==> src/rtl/signed_seg_display.sv <==
// Signed 16-bit value to sign + 5 BCD digits (sequential double-dabble),
// shown through a scrollable 4-digit window on a multiplexed 7-segment display.
module signed_seg_display #(
  parameter int REFRESH_DIV = 100000
) (
  input  logic        clk,
  input  logic        rst,
  input  logic        load,
  input  logic [15:0] value,
  input  logic        scroll_l,
  input  logic        scroll_r,
  output logic        busy,
  output logic [6:0]  seg,
  output logic [3:0]  an,
  output logic        dp
);

  localparam int CW = (REFRESH_DIV > 2) ? $clog2(REFRESH_DIV) : 1;

  typedef enum logic [1:0] {IDLE, CONV, UPDATE} state_t;

  state_t        state;
  logic          sign;
  logic [15:0]   mag;
  logic [19:0]   bcd;
  logic [3:0]    bit_cnt;
  logic          buf_sign;
  logic [19:0]   buf_digits;
  logic [1:0]    offset;
  logic [1:0]    scan;
  logic [CW-1:0] refresh_cnt;

  logic [35:0]   step;
  logic [2:0]    pos;
  logic [6:0]    char_seg;

  function automatic logic [19:0] dabble_adjust(input logic [19:0] b);
    logic [19:0] r;
    r = b;
    for (int i = 0; i < 5; i++)
      if (b[i*4 +: 4] >= 4'd5) r[i*4 +: 4] = b[i*4 +: 4] + 4'd3;
    return r;
  endfunction

  function automatic logic [6:0] encode(input logic [3:0] d);
    case (d)
      4'd0: encode = 7'h40;
      4'd1: encode = 7'h79;
      4'd2: encode = 7'h24;
      4'd3: encode = 7'h30;
      4'd4: encode = 7'h19;
      4'd5: encode = 7'h12;
      4'd6: encode = 7'h02;
      4'd7: encode = 7'h78;
      4'd8: encode = 7'h00;
      4'd9: encode = 7'h10;
      default: encode = 7'h7F;
    endcase
  endfunction

  // One double-dabble iteration: add-3 correction, then shift {bcd, mag} left.
  always_comb begin
    step = {dabble_adjust(bcd), mag};
    pos  = {1'b0, scan} + {1'b0, offset};
    case (pos)
      3'd0:    char_seg = encode(buf_digits[3:0]);
      3'd1:    char_seg = encode(buf_digits[7:4]);
      3'd2:    char_seg = encode(buf_digits[11:8]);
      3'd3:    char_seg = encode(buf_digits[15:12]);
      3'd4:    char_seg = encode(buf_digits[19:16]);
      3'd5:    char_seg = buf_sign ? 7'h3F : 7'h7F;
      default: char_seg = 7'h7F;
    endcase
  end

  // busy stays high one cycle past UPDATE, so a load in that cycle is still ignored.
  always_ff @(posedge clk or negedge rst) begin
    if (!rst) begin
      state      <= IDLE;
      busy       <= 1'b0;
      sign       <= 1'b0;
      mag        <= '0;
      bcd        <= '0;
      bit_cnt    <= '0;
      buf_sign   <= 1'b0;
      buf_digits <= '0;
    end else begin
      case (state)
        IDLE: begin
          if (busy) begin
            busy <= 1'b0;
          end else if (load) begin
            sign    <= value[15];
            mag     <= value[15] ? (~value + 16'd1) : value;
            bcd     <= '0;
            bit_cnt <= '0;
            busy    <= 1'b1;
            state   <= CONV;
          end
        end
        CONV: begin
          bcd     <= step[34:15];
          mag     <= {mag[14:0], 1'b0};
          bit_cnt <= bit_cnt + 4'd1;
          if (bit_cnt == 4'd15) state <= UPDATE;
        end
        UPDATE: begin
          buf_sign   <= sign;
          buf_digits <= bcd;
          state      <= IDLE;
        end
        default: state <= IDLE;
      endcase
    end
  end

  always_ff @(posedge clk or negedge rst) begin
    if (!rst) begin
      offset <= 2'd0;
    end else if (scroll_l && !scroll_r && offset != 2'd2) begin
      offset <= offset + 2'd1;
    end else if (scroll_r && !scroll_l && offset != 2'd0) begin
      offset <= offset - 2'd1;
    end
  end

  // seg/an/dp are all derived from the same cycle's scan, so they stay aligned.
  always_ff @(posedge clk or negedge rst) begin
    if (!rst) begin
      refresh_cnt <= '0;
      scan        <= 2'd0;
      seg         <= 7'h7F;
      an          <= 4'hF;
      dp          <= 1'b1;
    end else begin
      if (refresh_cnt == CW'(REFRESH_DIV - 1)) begin
        refresh_cnt <= '0;
        scan        <= scan + 2'd1;
      end else begin
        refresh_cnt <= refresh_cnt + 1'b1;
      end
      an  <= ~(4'b0001 << scan);
      seg <= char_seg;
      dp  <= !((scan == 2'd3) && (offset != 2'd2));
    end
  end

endmodule
==> config.mk <==
export PLATFORM = sky130hd
export DESIGN_NAME = signed_seg_display
export DESIGN_NICKNAME = d
export VERILOG_FILES = /design/src/rtl/signed_seg_display.sv
export SDC_FILE = /design/constraint.sdc
export NUM_CORES = 1
export LEC_CHECK = 0
export ABC_CLOCK_PERIOD_IN_PS = 4700
export CAP_MARGIN = 10
export CORE_MARGIN = 1
export CORE_UTILIZATION = 65
export CTS_CLUSTER_SIZE = 40
export DETAILED_ROUTE_END_ITERATION = 10
export PLACE_DENSITY = 0.86
export SYNTH_ARGS = -nofsm -noshare
export SYNTH_HDL_FRONTEND = slang
export SYNTH_SLANG_ARGS = --single-unit
==> constraint.sdc <==
create_clock -name clk -period 4.7 [get_ports clk]
set_clock_uncertainty 0.2 [all_clocks]
set_input_delay 0.94 -clock clk [delete_from_list [all_inputs] [get_ports clk]]
set_output_delay 0.94 -clock clk [all_outputs]
set_load 0.05 [all_outputs]
Yosys cells after proc, flatten, opt, wreduce, memory -nomap -nowiden
Memory sizes are Yosys's and may differ from the RTL's.
Index checks and enable logic that the tools add are counted.
{ "op_classes": {"eq_ne": 14, "mux": 26, "addsub": 12, "order_cmp": 5, "n_bitwise": 3, "reduce_logical": 16, "n_shift": 1} }
{ "op_table": {"columns": ["cell", "n"], "rows": [
  ["16-bit two-way mux", 3],
  ["7-bit case mux with 6 select lines", 1],
  ["20-bit two-way mux", 2],
  ["20-bit case mux with 2 select lines", 1],
  ["16-bit case mux with 2 select lines", 1],
  ["4-bit two-way mux", 6],
  ["4-bit by 3-bit greater-or-equal comparator with 1-bit output (second input constant)", 5],
  ["17-bit by 1-bit adder with 17-bit output (second input constant)", 1],
  ["17-bit equality test (second input constant)", 1],
  ["17-bit two-way mux", 1],
  ["16-bit by 1-bit adder with 16-bit output (second input constant)", 1],
  ["4-bit by 2-bit adder with 4-bit output (second input constant)", 4],
  ["16-bit inverter", 1],
  ["2-bit two-way mux", 5],
  ["3-bit AND reduction", 3],
  ["2-bit inequality test (second input constant)", 4],
  ["4-bit case mux with 2 select lines", 1],
  ["7-bit two-way mux", 1],
  ["3-bit by 2-bit equality test with 1-bit output (second input constant)", 2],
  ["3-bit equality test (second input constant)", 2],
  ["2-bit nonzero test", 3],
  ["1-bit logical AND", 5],
  ["2-bit by 1-bit adder with 2-bit output (second input constant)", 2],
  ["4-bit by 1-bit adder with 4-bit output (second input constant)", 1],
  ["other kinds (16)", 20]
]} }
{ "word_totals": {"in_bits": 21, "memories": 5, "wordCells": 96, "mem_bits_ro": 560, "out_inout_bits": 13, "regBits": 98} }
{ "memory_table": {"columns": ["memory", "depth", "word_bits", "read_ports", "rd_ports_with_merged_regs", "wr", "line", "text"], "rows": [
  ["(no name shown)", 16, 7, 1, 0, 0, "46", "case (d)"],
  ["(no name shown)", 16, 7, 1, 0, 0, "46", null],
  ["(no name shown)", 16, 7, 1, 0, 0, "46", null],
  ["(no name shown)", 16, 7, 1, 0, 0, "46", null],
  ["(no name shown)", 16, 7, 1, 0, 0, "46", null]
]} }

Longest topological paths before layout
{ "depth": {"word_depth": 6, "depth_mapped": 7, "depth_no_buf": 6} }

Worst setup path after synthesis
No wires, ideal clock.
{ "synth_path": {"path_kind": "in2reg", "start": "input port value[8]", "end": "register mag[10]", "setup_ns": 0.075, "setup_slack_ns": 2.075, "n_path_buf": 1, "stages": 5, "required_ns": 4.425, "t_arrival_ns": 2.350, "path_cell_list": "or4_1 buf_2 or4_1 a31o_1 o21ai_2"} }
{ "synth_via": {"elab_chain_cells": 6} }
{ "synth_rtl": {"columns": ["element", "line", "text"], "rows": [
  ["start, declared", "9", "input logic [15:0] value,"],
  ["16-bit inverter", "94", "mag <= value[15] ? (~value + 16'd1) : value;"],
  ["16-bit by 1-bit adder with 16-bit output", "94", null],
  ["16-bit two-way mux", "94", null],
  ["16-bit two-way mux", "92", "end else if (load) begin"],
  ["16-bit two-way mux", "90", "if (busy) begin"],
  ["16-bit case mux with 2 select lines", "88", "case (state)"],
  ["end signal, assigned", "94", null],
  ["end signal, assigned", "103", "mag <= {mag[14:0], 1'b0};"],
  ["end, declared", "24", "logic [15:0] mag;"]
]} }
Every way passes these cells. The select of a mux whose other input is x is not followed.
A chain may end at the register's enable or synchronous reset.

Worst setup path after layout
{ "layout_path": {"start": "input port load", "end": "register mag[15]"} }
{ "layout_via": {"elab_chain_cells": 2} }
{ "layout_rtl": {"columns": ["element", "line", "text"], "rows": [
  ["start, declared", "8", "input logic load,"],
  ["2-bit inequality test (no line)", null, null],
  ["3-bit AND reduction (no line)", null, null]
]} }
Every way passes these cells.

==> run_results.csv <==
group,metric,value,unit
logic_synthesis,synthDominantCellAreaShare,36.3,%
clocking,ctsHtreeMaxLevel,3,
logic_synthesis,synthTopCellsByCount,"sky130_fd_sc_hd__dfrtp_1, sky130_fd_sc_hd__nand2_1, sky130_fd_sc_hd__o21ai_0, sky130_fd_sc_hd__ha_1, sky130_fd_sc_hd__inv_1",
critical_path,worst-setup-path-type,"in -> reg",
logic_synthesis,synth_cell_type_count,53,
timing,crit_path_time_final,2890,ps
floorplanning,ioPinCount,34,
clocking,cts_tree,"done",
global_routing,grt_max_degree,77,
timing,report.final.setup_viol,0,
timing,unrepaired_setup_endpoints_after_global_routing,"false",
clocking,root_driver,"sky130_fd_sc_hd__clkbuf_8",
final_layout,final_net_count,706,
timing,setup_total_negative_slack,0,ps
run,maxCapViolations,0,
routing,drt-vias-per-instance,6.30,
global_routing,grt_overflow_total,0,
timing,period_utilisation_layout,61.6,%
logic_synthesis,synthesis.nets,692,
hold_path,worst_hold_path_type,"reg -> reg",
logic_synthesis,synth_area_per_cell,9.52,µm²
logic_synthesis,ys_seq_elements,98,
clocking,postCtsResizedCells,0,
routing,postRouteAntennaNets,0,
critical_path,timing.critical_path.cells,"clkdlybuf4s50_1 -> nand2b_1 -> a21o_1 -> nor2_1 -> a41o_1",
floorplanning,floorplan.die_area,0.00950,mm²
final_layout,antenna_cells_inserted,0,
final_layout,drive_gt1_share,8.58,%
logic_synthesis,ys_seq_area_share,41.7,%
critical_path,crit_path_end_kind,"flip-flop",
power,p_leak,2.81,nW
clocking,numCtsBuffers,9,
critical_path,worstPathMaxFanout,26,
placed_design,hpwl,8.74,mm
logic_synthesis,synth_ff_type,"sky130_fd_sc_hd__dfrtp_1",
logic_synthesis,synthesis.instances,622,
clocking,cts.path.max_buffers,2,
timing,final_max_slew_viol_count,0,
power,vdd_drop_max,0.371,mV
critical_path,wp_data_required,4750,ps
power,powerDensity,596,mW/mm²
logic_synthesis,yosys_warnings,0,
routing,routed_wire_length_per_instance,16.4,µm
placed_design,routabilityCongestion,0.911,
floorplanning,rows,34,
floorplanning,die_width,97.5,µm
logic_synthesis,synth.area.top_cells,"sky130_fd_sc_hd__dfrtp_1, sky130_fd_sc_hd__ha_1, sky130_fd_sc_hd__dfstp_2",
timing,timing.max_slew.rel_slack,37.3,%
logic_synthesis,synth_most_common_cell,"sky130_fd_sc_hd__dfrtp_1",
logic_synthesis,synthArstFlopShare,100,%
global_routing,first_global_vias,4613,
floorplanning,design.core.area,0.00876,mm²
logic_synthesis,mappedNetlistArea,0.00592,mm²
logic_synthesis,synth_enable_flop_cells,0,
routing,detail_route.wirelength,12.3,mm
clocking,worstSkewPairLatency,360,ps
routing,drtIter0Drc,321,
critical_path,critical_path.slowest_cell,"sky130_fd_sc_hd__a21o_1",
clocking,post_cts.repair.setup_buffers,0,
timing,max_slew.worst_pin.slew,941,ps
clocking,clock_pin_slew_reported_for_the_worst_setup_and_hold_paths_after_clock_tree_synthesis,90,ps
power,total_power,3.87,mW
critical_path,maximum_single_stage_delay_on_the_critical_path,750,ps
floorplanning,die_h,97.5,µm
clocking,cts_hold_buffers,0,
global_routing,groute.usage.overall,27.2,%
timing,max_freq,346,MHz
clocking,tritoncts_num_sinks,98,
routing,number_of_vias_in_the_routed_layout,4719,
global_routing,antenna_found_initial,0,
placed_design,total_of_buffers_placed_on_input_and_output_ports,33,
critical_path,crit_arrival,2950,ps
routing,detailedRoute.firstPassIterationCount,5,
global_routing,grt_pass1_wl,21.1,mm
logic_synthesis,synth_top_area_cell,"sky130_fd_sc_hd__dfrtp_1",
routing,drc,0,
final_layout,syn_to_final_growth,9.67,%
critical_path,worstSetupStartpointType,"primary input",
floorplanning,initial_core_util,67.6,%
timing,hold_viol_final,0,
run_status,outcome,"complete, no violations",
## per-stage QoR
stage	utilization, %	std cells	worst slack (ps)	instance area, µm²	hold WS [ps]
finish	74.1	749	1810	6500	287
global route	74.1	749	1660	6500	311
CTS	74.1	749	1830	6500	290
detailed placement	71.8	733	1450	6290	265
global placement	71.8	733	1550	6290	261
floorplan	-	622	2080	5920	245
## registers in the layout (all words and copies together), names as in the netlist, 2 cells and up
signal       count
offset           2
bit_cnt          4
buf_digits      20
seg              7
scan             2
an               4
refresh_cnt     17
state            2
mag             16
bcd             20
## report_power, final
part	switching [mW]	internal (mW)	total, mW	leakage (nW)
registers	0.344	1.16	1.50	1.21
clock network	0.298	0.264	0.562	0.0962
logic	1.02	0.789	1.81	1.51
total	1.66	2.21	3.87	2.81
## layer usage
metal / track usage, % / part of all wire [%] / up-vias
met2: 44.8 / 49 / 186
li1: - / - / 2238
met5: 0 / 0 / -
met3: 3.09 / 5.0 / 41
met1: 36.3 / 43 / 2254
met4: 12.1 / 2.7 / 0
## area by class of cell
class	count	area, µm²
clock buffer	11	141
sequential	98	2470
multi-input combinational	446	3160
fill	637	2270
clock inverter	5	62.6
tap	108	135
timing repair buffer	38	365
inverter	43	161
## critical path: cells and delay by family
family                 cells  cell delay, ps
AND/OR/NAND/NOR            2             600
buffers and inverters      1             390
AO/OA/AOI/OAI              2            1010
## cell usage in the layout (no fill, tap or decap), drive strengths merged, types with 4 or more instances in the layout
master	instances
dfrtp	86
nand2	54
o21ai	51
ha	48
inv	44
a21oi	32
clkdlybuf4s50	32
nor2	25
nor2b	23
nand2b	19
o22ai	17
xor2	17
xnor2	16
dfstp	12
mux2i	11
clkbuf	11
o31ai	10
a211oi	9
nand3	9
mux2	9
or3	9
a22oi	8
o32ai	8
nor4b	7
nor4	7
or4	6
a32o	6
buf	6
o41ai	5
nor3	4
or2	4
a22o	4
## logic make-up after synthesis
logic type                 Yosys count  share of synthesized area (%)
muxes                               20                           3.57
AOI/OAI and AO/OA                  166                           18.5
and+or+nand+nor                    178                           15.9
DFF                                 98                           41.7
buffers and inverters               78                           4.99
adders and majority gates           49                           10.5
xor gates and xnor gates            33                           4.88
## worst paths after layout
path,cells past startpoint,slack (ps),end,startpoint
max in group asynchronous,2,2920,bcd[1]$_DFFE_PN0P_,rst
min reg2reg,2,290,mag[2]$_DFFE_PN0P_,mag[2]$_DFFE_PN0P_
max,5,1810,mag[15]$_DFFE_PN0P_,load
max reg2reg,5,2020,seg[3]$_DFF_PN1_,offset[0]$_DFFE_PN0P_
min in group asynchronous,1,520,buf_digits[16]$_DFFE_PN0N_,rst
min,2,290,mag[2]$_DFFE_PN0P_,mag[2]$_DFFE_PN0P_
Power figures use the tool's default switching activity.
